**config.mk**
```make
export PLATFORM = sky130hd
export DESIGN_NAME = cell_scan_controller_flat
export DESIGN_NICKNAME = d
export VERILOG_FILES = /design/src/rtl/cell_scan_if.sv /design/src/rtl/cell_scan_controller.sv /design/src/flat_wrapper.sv
export SDC_FILE = /design/constraint.sdc
export NUM_CORES = 1
export LEC_CHECK = 0
export BUFFER_PORTS_ARGS = -buffer_cell sky130_fd_sc_hd__buf_2
export CAP_MARGIN = 25
export CORE_UTILIZATION = 40
export CTS_CLUSTER_SIZE = 16
export DETAILED_ROUTE_END_ITERATION = 7
export SLEW_MARGIN = 20
export SYNTH_ARGS = -nofsm -noshare
export SYNTH_HDL_FRONTEND = slang
export SYNTH_SLANG_ARGS = --single-unit
```
**constraint.sdc**
```tcl
create_clock -name clk -period 4.21 [get_ports clk]
set_input_delay 0.421 -clock clk [delete_from_list [all_inputs] [get_ports clk]]
set_output_delay 0.421 -clock clk [all_outputs]
set_load 0.05 [all_outputs]
```
**src/rtl/cell_scan_if.sv**
```systemverilog
// Bundle between the scan controller and the 3x3 cell processor / tx image
// buffer: the request channel, the in-order result channel and the write port.
interface cell_scan_if #(
    parameter int CW       = 10,
    parameter int RW       = 9,
    parameter int OPCODE_W = 4,
    parameter int CH_W     = 8,
    parameter int PIX_W    = 24,
    parameter int AW       = 19
);
    logic                cell_req_valid;
    logic                cell_req_ready;
    logic [CW-1:0]       cell_col;
    logic [RW-1:0]       cell_row;
    logic [OPCODE_W-1:0] cell_opcode;
    logic [CH_W-1:0]     cell_user;
    logic                res_valid;
    logic [PIX_W-1:0]    res_pixel;
    logic                out_wr_en;
    logic [AW-1:0]       out_addr;
    logic [PIX_W-1:0]    out_pixel;

    // Controller side
    modport master (
        output cell_req_valid,
        input  cell_req_ready,
        output cell_col,
        output cell_row,
        output cell_opcode,
        output cell_user,
        input  res_valid,
        input  res_pixel,
        output out_wr_en,
        output out_addr,
        output out_pixel
    );

    // Processor / image buffer side
    modport slave (
        input  cell_req_valid,
        output cell_req_ready,
        input  cell_col,
        input  cell_row,
        input  cell_opcode,
        input  cell_user,
        output res_valid,
        output res_pixel,
        input  out_wr_en,
        input  out_addr,
        input  out_pixel
    );
endinterface

```
**src/rtl/cell_scan_controller.sv**
```systemverilog
// Walks every 3x3 window position of the image in row-major order for one
// instruction, issuing credit-limited cell requests and writing the in-order
// results to consecutive tx image buffer addresses.
module cell_scan_controller #(
    parameter int IMG_W    = 640,
    parameter int IMG_H    = 480,
    parameter int CELL_N   = 3,
    parameter int OPCODE_W = 4,
    parameter int CH_W     = 8,
    parameter int PIX_W    = 24,
    parameter int MAX_OUT  = 4
) (
    input  logic                clk,
    input  logic                reset,
    input  logic                start,
    input  logic [OPCODE_W-1:0] opcode,
    input  logic [CH_W-1:0]     user_in,
    output logic                busy,
    output logic                done,
    output logic                err,
    cell_scan_if.master         bus
);
    localparam int OUT_W = IMG_W - CELL_N + 1;
    localparam int OUT_H = IMG_H - CELL_N + 1;
    localparam int TOTAL = OUT_W * OUT_H;
    localparam int AW    = $clog2(TOTAL);
    localparam int CW    = $clog2(IMG_W);
    localparam int RW    = $clog2(IMG_H);
    // Counters must be able to hold TOTAL itself, which AW bits may not.
    localparam int CNT_W = $clog2(TOTAL + 1);
    localparam int OW    = $clog2(MAX_OUT + 1);

    // Highest legal opcode (AVG).
    localparam logic [OPCODE_W-1:0] OP_LAST   = OPCODE_W'(11);
    localparam logic [CW-1:0]       COL_LAST  = CW'(OUT_W - 1);
    localparam logic [CNT_W-1:0]    CNT_TOTAL = CNT_W'(TOTAL);
    localparam logic [CNT_W-1:0]    LAST_IDX  = CNT_W'(TOTAL - 1);
    localparam logic [OW-1:0]       OUT_MAX   = OW'(MAX_OUT);

    typedef enum logic [1:0] {IDLE, ISSUE, DRAIN, FINISH} state_t;

    state_t              state_q, state_d;
    logic [OPCODE_W-1:0] opcode_q, opcode_d;
    logic [CH_W-1:0]     user_q, user_d;
    logic [CW-1:0]       col_q, col_d;
    logic [RW-1:0]       row_q, row_d;
    logic [CNT_W-1:0]    issue_q, issue_d;
    logic [CNT_W-1:0]    res_q, res_d;
    logic [OW-1:0]       outst_q, outst_d;
    logic                wr_en_q, wr_en_d;
    logic [AW-1:0]       addr_q, addr_d;
    logic [PIX_W-1:0]    pixel_q, pixel_d;
    logic                err_q, err_d;

    logic req_valid;
    logic req_fire;
    logic res_take;
    logic res_dec;

    // Credit gate: a new window is offered only while a slot is free.
    assign req_valid = (state_q == ISSUE) && (outst_q < OUT_MAX);
    assign req_fire  = req_valid && bus.cell_req_ready;
    // Results only count while an instruction is in flight.
    assign res_take  = bus.res_valid && ((state_q == ISSUE) || (state_q == DRAIN));
    assign res_dec   = res_take && (outst_q != '0);

    // Next-state, scan position, credit and result-path logic
    always_comb begin
        state_d  = state_q;
        opcode_d = opcode_q;
        user_d   = user_q;
        col_d    = col_q;
        row_d    = row_q;
        issue_d  = issue_q;
        res_d    = res_q;
        outst_d  = outst_q;
        wr_en_d  = 1'b0;
        addr_d   = addr_q;
        pixel_d  = pixel_q;
        err_d    = 1'b0;

        if (req_fire && !res_dec) begin
            outst_d = outst_q + OW'(1);
        end else if (!req_fire && res_dec) begin
            outst_d = outst_q - OW'(1);
        end

        // Saturate at TOTAL so a stray result can never write past the image.
        if (res_take && (res_q != CNT_TOTAL)) begin
            wr_en_d = 1'b1;
            addr_d  = res_q[AW-1:0];
            pixel_d = bus.res_pixel;
            res_d   = res_q + CNT_W'(1);
        end

        case (state_q)
            IDLE: begin
                if (start) begin
                    if (opcode <= OP_LAST) begin
                        opcode_d = opcode;
                        user_d   = user_in;
                        col_d    = '0;
                        row_d    = '0;
                        issue_d  = '0;
                        res_d    = '0;
                        outst_d  = '0;
                        state_d  = ISSUE;
                    end else begin
                        err_d = 1'b1;
                    end
                end
            end
            ISSUE: begin
                if (req_fire) begin
                    issue_d = issue_q + CNT_W'(1);
                    // The final position is held rather than advanced past the image.
                    if (issue_q == LAST_IDX) begin
                        state_d = DRAIN;
                    end else if (col_q == COL_LAST) begin
                        col_d = '0;
                        row_d = row_q + RW'(1);
                    end else begin
                        col_d = col_q + CW'(1);
                    end
                end
            end
            DRAIN: begin
                if (res_q == CNT_TOTAL) begin
                    state_d = FINISH;
                end
            end
            FINISH: begin
                state_d = IDLE;
            end
            default: begin
                state_d = IDLE;
            end
        endcase
    end

    // State and datapath registers with synchronous reset
    always_ff @(posedge clk) begin
        if (reset) begin
            state_q  <= IDLE;
            opcode_q <= '0;
            user_q   <= '0;
            col_q    <= '0;
            row_q    <= '0;
            issue_q  <= '0;
            res_q    <= '0;
            outst_q  <= '0;
            wr_en_q  <= 1'b0;
            addr_q   <= '0;
            pixel_q  <= '0;
            err_q    <= 1'b0;
        end else begin
            state_q  <= state_d;
            opcode_q <= opcode_d;
            user_q   <= user_d;
            col_q    <= col_d;
            row_q    <= row_d;
            issue_q  <= issue_d;
            res_q    <= res_d;
            outst_q  <= outst_d;
            wr_en_q  <= wr_en_d;
            addr_q   <= addr_d;
            pixel_q  <= pixel_d;
            err_q    <= err_d;
        end
    end

    assign busy = (state_q == ISSUE) || (state_q == DRAIN);
    assign done = (state_q == FINISH);
    assign err  = err_q;

    assign bus.cell_req_valid = req_valid;
    assign bus.cell_col       = col_q;
    assign bus.cell_row       = row_q;
    assign bus.cell_opcode    = opcode_q;
    assign bus.cell_user      = user_q;
    assign bus.out_wr_en      = wr_en_q;
    assign bus.out_addr       = addr_q;
    assign bus.out_pixel      = pixel_q;
endmodule

```
**src/flat_wrapper.sv**
```systemverilog
// flat-port wrapper written by rule: the top's interface ports become plain ports
module cell_scan_controller_flat 
#(
    parameter int IMG_W    = 640,
    parameter int IMG_H    = 480,
    parameter int CELL_N   = 3,
    parameter int OPCODE_W = 4,
    parameter int CH_W     = 8,
    parameter int PIX_W    = 24,
    parameter int MAX_OUT  = 4
)
  (clk, reset, start, opcode, user_in, busy, done, err, bus_cell_req_valid, bus_cell_req_ready, bus_cell_col, bus_cell_row, bus_cell_opcode, bus_cell_user, bus_res_valid, bus_res_pixel, bus_out_wr_en, bus_out_addr, bus_out_pixel);
  cell_scan_if #(.CW(($clog2(IMG_W))), .RW(($clog2(IMG_H))), .OPCODE_W(OPCODE_W), .CH_W(CH_W), .PIX_W(PIX_W), .AW(($clog2(((IMG_W - CELL_N + 1) * (IMG_H - CELL_N + 1)))))) bus_i ();
  input  logic clk;
  input  logic reset;
  input  logic start;
  input  logic [OPCODE_W-1:0] opcode;
  input  logic [CH_W-1:0] user_in;
  output logic busy;
  output logic done;
  output logic err;
  output wire logic [$bits(bus_i.cell_req_valid)-1:0] bus_cell_req_valid;
  input wire logic [$bits(bus_i.cell_req_ready)-1:0] bus_cell_req_ready;
  output wire logic [$bits(bus_i.cell_col)-1:0] bus_cell_col;
  output wire logic [$bits(bus_i.cell_row)-1:0] bus_cell_row;
  output wire logic [$bits(bus_i.cell_opcode)-1:0] bus_cell_opcode;
  output wire logic [$bits(bus_i.cell_user)-1:0] bus_cell_user;
  input wire logic [$bits(bus_i.res_valid)-1:0] bus_res_valid;
  input wire logic [$bits(bus_i.res_pixel)-1:0] bus_res_pixel;
  output wire logic [$bits(bus_i.out_wr_en)-1:0] bus_out_wr_en;
  output wire logic [$bits(bus_i.out_addr)-1:0] bus_out_addr;
  output wire logic [$bits(bus_i.out_pixel)-1:0] bus_out_pixel;
  assign bus_cell_req_valid = bus_i.cell_req_valid;
  assign bus_i.cell_req_ready = bus_cell_req_ready;
  assign bus_cell_col = bus_i.cell_col;
  assign bus_cell_row = bus_i.cell_row;
  assign bus_cell_opcode = bus_i.cell_opcode;
  assign bus_cell_user = bus_i.cell_user;
  assign bus_i.res_valid = bus_res_valid;
  assign bus_i.res_pixel = bus_res_pixel;
  assign bus_out_wr_en = bus_i.out_wr_en;
  assign bus_out_addr = bus_i.out_addr;
  assign bus_out_pixel = bus_i.out_pixel;
  cell_scan_controller #(.IMG_W(IMG_W), .IMG_H(IMG_H), .CELL_N(CELL_N), .OPCODE_W(OPCODE_W), .CH_W(CH_W), .PIX_W(PIX_W), .MAX_OUT(MAX_OUT)) u_core (.clk(clk), .reset(reset), .start(start), .opcode(opcode), .user_in(user_in), .busy(busy), .done(done), .err(err), .bus(bus_i));
endmodule
```
-- Word level (Yosys, flattened, before mapping)
Index checks and enable logic that the tools add are counted.
- register bits: 119
- input port bits: 41
- output and inout bits: 79
- logic and storage cells: 88
- add/sub/neg operators: 6
- magnitude comparators: 2
- equality and inequality tests: 14
- mux-type cells: 33
- bitwise gates (word level): 2
- reductions and logical operators: 19
- operator list (operator ; count):
    19-bit two-way mux ; 7
    10-bit two-way mux ; 5
    9-bit two-way mux ; 5
    19-bit by 1-bit adder with 19-bit output, second input constant ; 2
    19-bit equality test, second input constant ; 2
    19-bit one-hot mux with 2 select lines ; 1
    10-bit one-hot mux with 2 select lines ; 1
    19-bit inequality test, second input constant ; 1
    9-bit one-hot mux with 2 select lines ; 1
    3-bit two-way mux ; 5
    10-bit by 1-bit adder with 10-bit output, second input constant ; 1
    10-bit equality test, second input constant ; 1
    2-bit two-way mux ; 5
    2-bit inequality test, second input constant ; 5
    5-bit AND reduction ; 2
    9-bit by 1-bit adder with 9-bit output, second input constant ; 1
    2-bit one-hot mux with 4 select lines ; 1
    1-bit logical AND ; 7
    6-bit AND reduction ; 1
    2-bit equality test, second input constant ; 2
    4-bit <= comparator, second input constant ; 1
    2-bit by 1-bit inequality test with 1-bit output, second input constant ; 2
    4-bit AND reduction ; 1
    3-bit by 1-bit adder with 3-bit output, second input constant ; 1
    other kinds (12) ; 15

-- Longest topological paths before layout
- depth in word-level cells: 10
- depth in mapped cells: 10
- gate-level depth less buffers: 7

-- Worst setup path before layout
Ideal clock, no wire load.
- path type: register -> register
- start: reg u_core.col_q[0] (netlist: u_core.bus.cell_col[0])
- end: reg u_core.row_q[7] (netlist: u_core.bus.cell_row[7])
- setup time: 70 ps
- arrival time: 2225 ps
- data required time: 4140 ps
- slack: 1914 ps
- stages on the path, launching flop included: 7
- buffers on the path: 0
- period minus slack after synthesis: 2296 ps
- path through: dfxtp_1 -> ha_1 -> nand4bb_4 -> nor4_4 -> o21ai_2 -> or4_1 -> a21oi_1
- longest elaborated chain between the ends: 3
- RTL lines (item ; line ; source):
    from (decl) ; cell_scan_controller.sv:45 ; logic [CW-1:0] col_q, col_d;
    from (signal assigned) ; cell_scan_controller.sv:160 ; col_q <= col_d;
    10-bit equality test ; cell_scan_controller.sv:119 ; end else if (col_q == COL_LAST) begin
    2-bit inequality test (no line) ; n/a ;
    6-bit AND reduction (no line) ; n/a ;
    to (signal assigned) ; cell_scan_controller.sv:161 ; row_q <= row_d;
    to (decl) ; cell_scan_controller.sv:46 ; logic [RW-1:0] row_q, row_d;
Every way passes these cells.
A chain may end at the register's enable or synchronous reset.

-- Worst setup path after layout
- start: reg u_core.state_q[1]
- end: reg u_core.issue_q[12]
- longest elaborated chain between the ends: 5
- elaborated cells between the ends (all ways): 10
- those cells by class: eq/ne (4); mux (1); reduce/logical (5)
- RTL lines (item ; line ; source):
    from (decl) ; cell_scan_controller.sv:42 ; state_t state_q, state_d;
    from (signal assigned) ; cell_scan_controller.sv:157 ; state_q <= state_d;
    2-bit by 1-bit equality test with 1-bit output ; cell_scan_controller.sv:61, cell_scan_controller.sv:96 ;
    1-bit logical AND ; cell_scan_controller.sv:61 ; assign req_valid = (state_q == ISSUE) && (outst_q < OUT_MAX);
    1-bit logical AND ; cell_scan_controller.sv:62 ; assign req_fire = req_valid && bus.cell_req_ready;
    2-bit by 1-bit inequality test with 1-bit output (no line) ; n/a ;
    4-bit AND reduction (no line) ; n/a ;
    to (signal assigned) ; cell_scan_controller.sv:162 ; issue_q <= issue_d;
    to (decl) ; cell_scan_controller.sv:47 ; logic [CNT_W-1:0] issue_q, issue_d;
Several ways; a longest one is shown, not always the timed one.

==> out/results.tsv <==
metric	value	unit
GPL Wtd Cong	0.863	
sequential cell fraction of total power	33.1	%
largest family of logic cells by synthesized area	simple AND/OR/NAND/NOR gates	
initial antenna violation count	0	
Detailed Route WL	14.7	mm
share of cells above drive strength 1	22.1	%
hold endpoint	u_core.bus.out_pixel[0]$_SDFFE_PP0P_	
syn_nets	726	
Pleak	2.66	nW
hold buffer count at CTS	0	
clock-pin slew on the worst setup and hold paths	60	ps
switching share of power	35.8	%
cell count of the worst reg-to-reg path	7	
post-CTS setup buffers	0	
Crit. End Element	register	
status	finished, final reports clean	
die area	14300	um^2
Setup TNS Final	0	ps
clock tree root driver cell	clkbuf_16	
area grow syn2layout	24.9	%
number of buffers created by CTS	17	
fin area	6900	um^2
Avg Vias per Cell	5.48	
Post-Synth XOR/XNOR Area	2.54	%
Starting Density	41.4	%
Final Setup Violations	0	
slowest stage delay, CP	630	ps
crit start category	register	
Peak Freq	370	MHz
die width	120	um
CP bufs+invs	1	
Worst Hold Path Cells	3	
most frequent cell after synthesis	nand2_1	
Crit Reg-Reg Startpoint	u_core.state_q[1]$_SDFFE_PP0P_	
Worst Path Max Fanout	18	
asr flop ratio synth	0	%
Synth area leader	dfxtp_1	
post-DP HPWL	10.4	mm
Final Max Slew Viols	0	
WL per Instance	15.2	um
number of global-route vias before repair	4902	
ranking of synthesized cells by area	dfxtp_1, nand2_1, a21oi_1	
core area	13300	um^2
Distinct cells, synth	68	
CP max stage cell	or4_1	
clock sinks	119	
Post-CTS Resized	0	
Max clock buf depth	2	
share of Yosys cell area claimed by the top area cell type	43.1	%
CP required	4550	ps
WP data arrival	3050	ps
actual slew at the worst max-slew pin	921	ps
type of the worst min-delay path	in -> reg	
power density over cell area	561	nW/um^2
Die Ht	120	um
RSZ-0062 raised after global routing	false	
multi-input logic area	2930	um^2
number of synthesized flops with an enable pin	0	
IO Pins	120	
Fin Hold WS	240	ps
Layout Nets	836	
R2R Setup Slk	1510	ps
overall routing resource usage	21.4	%
sw power	1.38	mW
drt pass-1 iters	5	
via count	5323	
placed cell areas	6280	um^2
worst r2r dst	u_core.issue_q[12]$_SDFFE_PP0P_	
CTS tree	built	
H-tree levels	4	
kind of critical path	reg -> reg	
Clock Latency Late Sink	420	ps
Reg area	2380	um^2
Mapped Cells	672	
Combinational Power Share	27.9	%
Post-synth top cells	nand2_1, dfxtp_1, a21oi_1, nor2_1, nand3_1	
Mapped Area	5520	um^2
endpoints failing hold	0	
top_reg_cell synth	dfxtp_1	
Tmin final	2700	ps
final worst path period share	64.2	%
Mean Syn Cell Area	8.22	um^2
GR Overflow Total	0	
Detail Route Antenna Nets	0	
hold_sp	bus_res_pixel[0]	
MaxCap Viol Count	0	
sequential element share of the synthesized area	43.1	%
pin count of the biggest net entering global routing	55	
first-pass GRT wire length	24.2	mm
Ys Warns	0	
Slew headroom	37.8	%
Synth Area in Adders	2.95	%
port buffer count	119	
#FFs+latches synth	119	
# DRC	0	
FILL cells	1298	
Post-Synth Simple-Gate Area	28.8	%
CP Cell Sequence	inv_1 -> ha_1 -> nand2b_1 -> o21ai_4 -> nand4_1 -> or4_1 -> a21oi_1	
Crit path max-delay family	simple AND/OR/NAND/NOR gates	
Detailed Route Iter0 Violations	304	
worst vdd ir	289	uV
Synth Area in Compound Gates	17.8	%
Final Skew	6.22	ps
mux cell area share after synthesis	0.566	%
clock share of power	39.0	%
Antenna Cells	0	
Pint	2.48	mW
Row Count	42	
-- worst reg2reg max path, cell delays in order (launching register included) --
cell	delay, ps
dfxtp_1	330
inv_1	110
ha_1	570
nand2b_1	210
o21ai_4	170
nand4_1	470
or4_1	630
a21oi_1	160
-- cells by family (layout without fill, tap and decap cells) --
kind of cell,count (synthesis),in the layout
AOI/OAI and AO/OA,160,160
muxes,3,3
and+or+nand+nor,308,308
DFF,119,119
adders and majority gates,13,13
buffers and inverters,53,176
xor gates and xnor gates,16,16
-- final cells by class --
type	count	share of cell area (%)
sequential	119	34.5
clock inverter	13	2.61
clock buffer	19	6.28
inverter	17	0.925
tap	176	3.19
multi-input combinational	500	42.4
timing repair buffer	127	10.0
-- flip-flops by register name, indices dropped and copies added (netlist names), 4 cells and up --
name / cells
u_core.bus.cell_col: 10
u_core.bus.cell_opcode: 4
u_core.bus.cell_row: 9
u_core.bus.cell_user: 8
u_core.bus.out_addr: 19
u_core.bus.out_pixel: 24
u_core.issue_q: 19
u_core.res_q: 19
-- through the flow --
step	utilization (%)	std cells	total power [mW]	worst slack [ps]
finish	51.7	971	3.87	1510
global route	51.7	971	4.05	1260
CTS	51.6	970	3.89	1510
detailed placement	47.0	938	2.38	1510
global placement	46.6	935	2.31	1690
floorplan	-	672	2.09	1910
-- cells in the final DEF, fill, tap and decap left out, types with 3 or more instances in the layout --
cell,instances
or3_1,12
nor3_1,8
o21a_1,3
and2_1,6
nand2_1,140
dfxtp_1,119
inv_1,16
clkinv_2,4
or4_1,14
nor4b_1,3
clkinvlp_4,3
and3_1,11
xnor2_1,12
buf_4,5
a21oi_1,91
o21ai_0,13
xor2_1,4
nor4_1,10
nor4bb_1,3
nor2_1,35
nand4_1,14
ha_1,13
a31o_2,3
buf_2,119
nand3_1,27
o31ai_1,15
bufinv_16,4
clkbuf_16,17
nand2b_1,5
and4_1,3
o2111ai_1,3
o211ai_1,7
a211oi_1,4
-- worst max path at each step --
| stage | start | endpoint | slack (ps) | depth (start not counted) |
|---|---|---|---|---|
| after floorplan | u_core.bus.cell_col[0]$_SDFFE_PP0P_ | u_core.bus.cell_row[7]$_SDFFE_PP0P_ | 1910 | 6 |
| after global placement | u_core.state_q[1]$_SDFFE_PP0P_ | u_core.issue_q[14]$_SDFFE_PP0P_ | 1690 | 7 |
| after detailed placement | u_core.state_q[1]$_SDFFE_PP0P_ | u_core.issue_q[12]$_SDFFE_PP0P_ | 1510 | 7 |
| after CTS | u_core.state_q[1]$_SDFFE_PP0P_ | u_core.issue_q[12]$_SDFFE_PP0P_ | 1510 | 7 |
| after global routing | u_core.state_q[1]$_SDFFE_PP0P_ | u_core.issue_q[12]$_SDFFE_PP0P_ | 1260 | 7 |
| final | u_core.state_q[1]$_SDFFE_PP0P_ | u_core.issue_q[12]$_SDFFE_PP0P_ | 1510 | 7 |
-- power groups by stage --
stage	clock [mW]	combinational (mW)	sequential, mW
6_report	1.51	1.08	1.28
5_1_grt	1.59	1.17	1.29
3_3_place_gp	0	1.01	1.30
2_1_floorplan	0	0.546	1.55
3_5_place_dp	0	1.08	1.30
4_1_cts	1.53	1.08	1.28
-- routing by layer --
layer / vias to the layer above / routed length, um / GRT usage, %
li1: 2626 / - / -
met1: 2540 / 6820 / 27.0
met2: 134 / 6930 / 34.6
met3: 23 / 656 / 5.47
met4: 0 / 327 / 8.75
met5: - / 0 / 0
Power figures use the tool's default switching activity.
